**config.mk**
```make
export PLATFORM = sky130hd
export DESIGN_NAME = boss_attack_sched
export DESIGN_NICKNAME = d
export VERILOG_FILES = /design/src/rtl/boss_attack_sched.sv
export SDC_FILE = /design/constraint.sdc
export NUM_CORES = 1
export LEC_CHECK = 0
export CORE_ASPECT_RATIO = 1.25
export CORE_MARGIN = 4
export CORE_UTILIZATION = 50
export CTS_CLUSTER_SIZE = 30
export DETAILED_ROUTE_END_ITERATION = 16
export GPL_TIMING_DRIVEN = 0
export HOLD_SLACK_MARGIN = 0.06
export PLACE_DENSITY_LB_ADDON = 0.25
export RECOVER_POWER = 100
export SLEW_MARGIN = 15
export SYNTH_ARGS = -nofsm -noshare
export SYNTH_HDL_FRONTEND = slang
export SYNTH_SLANG_ARGS = --single-unit
```
**constraint.sdc**
```tcl
create_clock -name i_clk22 -period 3.3 [get_ports i_clk22]
set_input_delay 0.825 -clock i_clk22 [delete_from_list [all_inputs] [get_ports i_clk22]]
set_output_delay 0.825 -clock i_clk22 [all_outputs]
set_load 0.01 [all_outputs]
```
**src/rtl/boss_attack_sched.sv**
```systemverilog
// Boss attack scheduler: sequences normal/big bullet launches by fight phase, with intro delay and post-hit stun.
// Latency: all outputs registered; a launch decision made on an edge appears on o_fire right after that edge.
// Backpressure: busy slots are masked out; a due volley/big shot with nothing free holds its counter at 0 and retries.
module boss_attack_sched #(
    parameter int         INTRO_TICKS = 16,
    parameter int         FAN_PERIOD  = 12,
    parameter int         BIG_PERIOD  = 24,
    parameter int         STUN_TICKS  = 32,
    parameter logic [7:0] HP_P2       = 8'd128,
    parameter logic [7:0] HP_P3       = 8'd64
) (
    input  logic       i_clk22,
    input  logic       i_rst,
    input  logic       i_boss,
    input  logic [7:0] i_boss_hp,
    input  logic [5:0] i_slot_busy,
    input  logic       i_shot,
    output logic [5:0] o_fire,
    output logic [1:0] o_phase,
    output logic       o_stun,
    output logic [7:0] o_volley_cnt
);

    // Reload values; parameters are limited to 1..256 so PARAM-1 always fits in 8 bits.
    localparam logic [7:0] L_INTRO_M1 = 8'(INTRO_TICKS - 1);
    localparam logic [7:0] L_FAN_M1   = 8'(FAN_PERIOD - 1);
    localparam logic [7:0] L_BIG_M1   = 8'(BIG_PERIOD - 1);
    localparam logic [7:0] L_STUN_M1  = 8'(STUN_TICKS - 1);

    typedef enum logic [2:0] {
        S_IDLE,
        S_INTRO,
        S_ATTACK,
        S_STUN,
        S_DONE
    } state_t;

    state_t     r_state, w_state_nxt;
    logic [7:0] r_intro_cnt, w_intro_nxt;
    logic [7:0] r_fan_cnt, w_fan_nxt;
    logic [7:0] r_big_cnt, w_big_nxt;
    logic [7:0] r_stun_cnt, w_stun_cnt_nxt;
    logic       r_alt, w_alt_nxt;
    logic [5:0] r_fire, w_fire_nxt;
    logic [1:0] r_phase, w_phase_nxt;
    logic       r_stun, w_stun_nxt;
    logic [7:0] r_volley_cnt, w_volley_nxt;

    logic [1:0] w_hp_phase;
    logic [1:0] w_phase_max;
    logic [4:0] w_mask;
    logic [4:0] w_launch;

    // Phase implied by the current hit points; the fight only ever moves forward through phases.
    assign w_hp_phase  = (i_boss_hp >= HP_P2) ? 2'd1 :
                         (i_boss_hp >= HP_P3) ? 2'd2 : 2'd3;
    assign w_phase_max = (w_hp_phase > r_phase) ? w_hp_phase : r_phase;

    // Normal-volley pattern for the current phase; phase 3 alternates between two interleaved fans.
    always_comb begin
        w_mask = 5'b00000;
        case (r_phase)
            2'd1:    w_mask = 5'b01110;
            2'd2:    w_mask = 5'b11111;
            2'd3:    w_mask = r_alt ? 5'b01010 : 5'b10101;
            default: w_mask = 5'b00000;
        endcase
    end

    assign w_launch = w_mask & ~i_slot_busy[4:0];

    // Next-state and next-output logic; fire defaults to 0 so each launch is a single-cycle pulse.
    always_comb begin
        w_state_nxt    = r_state;
        w_intro_nxt    = r_intro_cnt;
        w_fan_nxt      = r_fan_cnt;
        w_big_nxt      = r_big_cnt;
        w_stun_cnt_nxt = r_stun_cnt;
        w_alt_nxt      = r_alt;
        w_fire_nxt     = 6'b000000;
        w_phase_nxt    = r_phase;
        w_stun_nxt     = r_stun;
        case (r_state)
            S_IDLE: begin
                // boss is known high here: boss=0 is handled as a clear in the register process
                w_state_nxt = S_INTRO;
                w_intro_nxt = L_INTRO_M1;
            end
            S_INTRO: begin
                if (r_intro_cnt != 8'd0) begin
                    w_intro_nxt = r_intro_cnt - 8'd1;
                end else begin
                    w_state_nxt = S_ATTACK;
                    w_fan_nxt   = 8'd0;
                    w_big_nxt   = L_BIG_M1;
                    w_phase_nxt = w_hp_phase;
                end
            end
            S_ATTACK: begin
                w_phase_nxt = w_phase_max;
                if (i_boss_hp == 8'd0) begin
                    w_state_nxt = S_DONE;
                end else if (i_shot) begin
                    // a hit suppresses anything due this edge; big_cnt stays frozen through the stun
                    w_state_nxt    = S_STUN;
                    w_stun_nxt     = 1'b1;
                    w_stun_cnt_nxt = L_STUN_M1;
                end else begin
                    if (r_fan_cnt == 8'd0) begin
                        if (w_launch != 5'b00000) begin
                            w_fire_nxt[4:0] = w_launch;
                            w_fan_nxt       = L_FAN_M1;
                            w_alt_nxt       = ~r_alt;
                        end
                    end else begin
                        w_fan_nxt = r_fan_cnt - 8'd1;
                    end
                    if (r_big_cnt == 8'd0) begin
                        if ((r_phase >= 2'd2) && !i_slot_busy[5]) begin
                            w_fire_nxt[5] = 1'b1;
                            w_big_nxt     = L_BIG_M1;
                        end
                    end else begin
                        w_big_nxt = r_big_cnt - 8'd1;
                    end
                end
            end
            S_STUN: begin
                if (i_boss_hp == 8'd0) begin
                    w_state_nxt = S_DONE;
                    w_stun_nxt  = 1'b0;
                end else if (r_stun_cnt != 8'd0) begin
                    w_stun_cnt_nxt = r_stun_cnt - 8'd1;
                end else begin
                    w_state_nxt = S_ATTACK;
                    w_stun_nxt  = 1'b0;
                    w_fan_nxt   = L_FAN_M1;
                end
            end
            S_DONE: begin
                w_stun_nxt = 1'b0;
            end
            default: begin
                w_state_nxt = S_IDLE;
            end
        endcase
        w_volley_nxt = r_volley_cnt + {7'd0, (w_fire_nxt != 6'b000000)};
    end

    // State and output registers; reset or boss dropping clears the whole fight on the same edge.
    always_ff @(posedge i_clk22) begin
        if (i_rst || !i_boss) begin
            r_state      <= S_IDLE;
            r_intro_cnt  <= 8'd0;
            r_fan_cnt    <= 8'd0;
            r_big_cnt    <= 8'd0;
            r_stun_cnt   <= 8'd0;
            r_alt        <= 1'b0;
            r_fire       <= 6'b000000;
            r_phase      <= 2'd0;
            r_stun       <= 1'b0;
            r_volley_cnt <= 8'd0;
        end else begin
            r_state      <= w_state_nxt;
            r_intro_cnt  <= w_intro_nxt;
            r_fan_cnt    <= w_fan_nxt;
            r_big_cnt    <= w_big_nxt;
            r_stun_cnt   <= w_stun_cnt_nxt;
            r_alt        <= w_alt_nxt;
            r_fire       <= w_fire_nxt;
            r_phase      <= w_phase_nxt;
            r_stun       <= w_stun_nxt;
            r_volley_cnt <= w_volley_nxt;
        end
    end

    assign o_fire       = r_fire;
    assign o_phase      = r_phase;
    assign o_stun       = r_stun;
    assign o_volley_cnt = r_volley_cnt;

endmodule

```
Word level (Yosys, flattened, before mapping):

Cells that the tools add are included.

* reductions and logical operators: 25
* $add $sub $neg: 5
* equality and inequality tests: 20
* muxes and demuxes: 46
* order comparisons: 4
* bitwise gates (word level): 6

Operators by type and width (count)
* $mux 8: 17
* $pmux 8 s2: 3
* $sub 8x1->8 const B: 4
* $logic_not 8->1: 3
* $pmux 8 s3: 1
* $mux 6: 3
* $ne 2x2->1 const B: 9
* $reduce_bool 8->1: 2
* $mux 3: 5
* $mux 5: 3
* $pmux 3 s5: 1
* $pmux 5 s3: 1
* $reduce_and 5->1: 3
* $ne 3x3->1 const B: 4
* $add 8x1->8: 1
* $ge 8x7->1 const B: 1
* $ge 8x8->1 const B: 1
* $reduce_and 4->1: 2
* $mux 1: 7
* $reduce_and 7->1: 1
* $eq 3x2->1 const B: 2
* $mux 2: 3
* $reduce_bool 2->1: 3
* $reduce_bool 3->1: 2
* other kinds (19): 24

* output and inout bits: 17
* flip-flop bits (word level): 53
* input bits: 18

Longest topological paths before layout:

* depth after elaboration: 11
* gate-level depth with buffers: 11

Worst setup path after synthesis:

No wires, ideal clock.

* path kind: input port to flip-flop
* start: in i_boss_hp[5]
* end: reg r_volley_cnt[6], in the netlist o_volley_cnt[6]
* required time: 3.172 ns
* library setup time: 0.128 ns
* cell stages on the path: 9
* arrival: 2.579 ns
* path buffers: 1
* path slack: 0.593 ns
* cells stage by stage: or4_1 -> clkbuf_1 -> o211ai_1 -> a21oi_1 -> ha_1 -> ha_1 -> nand3_1 -> xor2_1 -> nor2_1

* cells in the longest elaborated chain, start to end: 5

Ends and longest elaborated chain
* start, declared: RTL line 15 `input logic [7:0] i_boss_hp,`
* $logic_not 8->1: RTL line 101 `if (i_boss_hp == 8'd0) begin`
* $mux 6: RTL line 101
* $mux 6: RTL line 83 `case (r_state)`
* $reduce_bool 6->1: RTL line 147 `w_volley_nxt = r_volley_cnt + {7'd0, (w_fire_nxt != 6'b000000)};`
* $add 8x1->8: RTL line 147
* end signal, assigned: RTL line 173 `r_volley_cnt <= w_volley_nxt;`
* end, declared: RTL line 47 `logic [7:0] r_volley_cnt, w_volley_nxt;`

Every way passes these cells.
A chain may end at the register's enable or synchronous reset.

Worst setup path after layout:

* start: in i_boss_hp[7]
* end: reg r_volley_cnt[6], in the netlist o_volley_cnt[6]

Same word-level chain as after synthesis.

==> key figures <==
Clocking
  • CTS tree: yes
  • Skew-Pair Late Insertion Delay: 0.31 ns
  • Postcts setup bufs: 0
  • Num CTS Buffers: 5
  • H-tree depth: 2
  • Cts repair resizes: 0
  • Clock Sinks: between 50 and 60
  • Root buffer cell: clkbuf_8
  • CTS clk-pin slew, worst paths: 0.09 ns
  • Bufs on Longest Clock Path: 2
  • Post-cts hold buffer count: 0

Global route
  • Met3 Usage GRT: 4.167%
  • Gr usage total: between 20% and 30%
  • Most used routing layer: met2
  • Global route overflow: 0
  • First-pass GRT wire length: 11250 microns
  • Met1 GRT Util: 25.19%
  • Largest net degree at the start of global routing: 17
  • Initial antenna violation count: 0
  • Grt met2 use: 34.45%
  • Vias in the first global route: around 2500

Worst setup path
  • CP Launch Type: primary input
  • WS Path Type: in2reg
  • Worst-path fanout max: 6
  • Worst EP required: 3.49 ns
  • Crit end category: flip-flop
  • Arr. time, crit path: 3.23 ns

Floorplan
  • Die Area: 6928 sq um
  • Starting Density: 51.93%
  • Ports: 35
  • Row count: 30
  • Chip Height: roughly 90 microns
  • CORE AREA: 5443 sq um
  • Die Span X: 75.25 microns

Power
  • Pwr Density: 377.5 nW/um^2
  • Switch Pwr: 0.3133 mW
  • Tot Pwr: 1.270 mW
  • Clock share of power: 36.4%
  • Comb pwr share: 11.9%
  • Int Pwr: 0.9571 mW
  • Max VDD drop: 251.1 uV
  • Leakage: 1.293 nW
  • Sw Ratio: 24.66%
  • Sequential share of power: 51.7%

Synth
  • Mux share of post-synthesis cell area: 1.062%
  • Post-synth top area cell: dfxtp_1
  • Largest family of logic cells by synthesized area: simple AND/OR/NAND/NOR gates
  • Area share of fa/ha/maj cells after synthesis: 4.427%
  • Commonest cells post-synth: 53 x dfxtp_1, 38 x nor2_1, 30 x nand2_1, 22 x a21oi_1, 14 x inv_1
  • Ys async rst share: 0%
  • Complex-gate fraction of the synthesized area: 21.38%
  • Netlist cell types: 59
  • EDFF count, synth: 0
  • Post-Synth XOR/XNOR Area: 4.028%
  • Sequential-to-total area share from yosys stat: between 30% and 40%
  • Synth Cell Area: 2826 sq um
  • Cells after Synth: 337
  • Synth top area cells: dfxtp_1 38%, nor2_1 5.0%, ha_1 4.4%, nand2_1 4.0%, a21oi_1 3.9%
  • Most frequent cell after synthesis: dfxtp_1
  • Synth Area in Simple Gates: 28.24%
  • Syn_area_per_cell: roughly 8.4 sq um
  • Ys Warns: 0
  • Top cell type's share of synthesized area: between 30% and 40%
  • Ys flop type: dfxtp_1
  • #FFs+latches synth: 53
  • Post-Syn Nets: 365

Worst hold path
  • Worst Hold Class: reg2reg

Place
  • Area after DPL: 3247 sq um
  • IO Port Bufs: 34
  • Post-Place Cells: approximately 440
  • Gpl congestion: 0.8697
  • Dpl ws: -0.1308 ns
  • Hpwl dp: 5107 microns

STA
  • Final TNS setup: 0 ns
  • RSZ-0062 raised after global routing: no
  • Slew Viols, Final: 0
  • Clock Skews: ~0.0083 ns
  • Min cycle time layout: 3.040 ns
  • Worst Tran Pin Value: 0.7640 ns
  • Finish-stage setup viols: 0
  • Fmax: 328.9 MHz
  • Final setup margin: approximately 0.26 ns
  • Period utilization: 92.13%
  • Final hold slack: 0.4908 ns
  • Rel. slew slack: between 40 and 50%
  • Number of hold violations in the final report: 0

Routing
  • Remaining DRCs: 0
  • Post-DR vias/cell: 6.058
  • ANT nets after route: 0
  • TritonRoute pass-1 iters: 4
  • 1st-iter DRT viols: 130
  • Via count: 2696
  • DRT Wirelength: 6847 microns
  • Routed len/inst: 15.39 microns

Final layout
  • Share of layout cells above drive strength 1: 6.299%
  • Final std cells w/o fill: 445
  • Post-layout util: ~62%
  • Footprint of the multi-input gates: between 1500 and 2000 sq um
  • Filler cells: 503
  • Area grow syn2layout: 19.08%
  • Nets: roughly 410
  • Diode count: 0
  • Design area: 3366 sq um
  • FF/Latch Area: 1061 sq um

Outcome
  • Status: finished clean

Run
  • Max Cap Viol: 0
## worst paths after layout
kind,startpoint,endpoint,slack (ns),depth (start not counted)
min,r_stun_cnt[7]$_SDFFE_PP0P_,r_stun_cnt[7]$_SDFFE_PP0P_,0.49,2
max reg2reg,r_intro_cnt[0]$_SDFFE_PP0P_,r_fan_cnt[5]$_SDFFE_PP0P_,0.40,7
min reg2reg,r_stun_cnt[7]$_SDFFE_PP0P_,r_stun_cnt[7]$_SDFFE_PP0P_,0.49,2
max,i_boss_hp[7],o_volley_cnt[6]$_SDFF_PP0_,0.26,11
## registers in the layout, summed over array words and instances, names as in the netlist
| register | count |
|---|---|
| o_phase | 2 |
| r_alt | 1 |
| r_fan_cnt | 8 |
| r_state | 3 |
| o_stun | 1 |
| o_fire | 6 |
| r_intro_cnt | 8 |
| r_stun_cnt | 8 |
| r_big_cnt | 8 |
| o_volley_cnt | 8 |
## layer usage
metal	part of all wire [%]	up-vias
li1	-	1333
met2	49	68
met5	0	-
met1	45	1284
met3	4.2	11
met4	1.8	0
## worst max-delay path, stage by stage
cell,delay (ns)
dlygate4sd3_1,0.60
or4_1,0.48
clkbuf_1,0.18
o211ai_1,0.19
buf_4,0.17
a21oi_1,0.05
ha_1,0.19
ha_1,0.22
nand3_1,0.11
xor2_1,0.16
nor2_1,0.05
## cell families after synthesis
| logic type | Yosys count |
|---|---|
| adders and majority gates | 10 |
| xor gates and xnor gates | 13 |
| buffers and inverters | 25 |
| DFF | 53 |
| AOI/OAI and AO/OA | 83 |
| and+or+nand+nor | 150 |
| muxes | 3 |
## layout make-up
| type | count | area share (%) |
|---|---|---|
| timing repair buffer | 36 | 10.56 |
| buffer | 11 | 1.227 |
| multi-input combinational | 259 | 49.18 |
| sequential | 53 | 31.52 |
| inverter | 14 | 1.561 |
| tap | 64 | 2.379 |
| clock buffer | 6 | 2.454 |
| clock inverter | 2 | 1.115 |
## placed cells by master, fill, tap and decap left out, drive strengths merged, types with 6 or more instances in the layout
| master | n |
|---|---|
| nor2 | 38 |
| dlygate4sd3 | 19 |
| nand3 | 11 |
| or4 | 8 |
| dfxtp | 53 |
| xor2 | 10 |
| inv | 14 |
| clkbuf | 17 |
| ha | 10 |
| a211oi | 7 |
| nand2 | 30 |
| a21oi | 23 |
| and3 | 6 |
| o21ai | 15 |
| nor3 | 10 |
| nor4 | 6 |
| or3 | 9 |
| clkdlybuf4s50 | 15 |
## power groups by stage
stage               clock (mW)  sequential, mW  combinational (mW)
floorplan                    0           0.670              0.0990
global placement             0           0.671               0.147
detailed placement           0           0.671               0.152
CTS                      0.477           0.657               0.152
global route             0.504           0.658               0.168
finish                   0.463           0.657               0.151
Power figures use the tool's default switching activity.
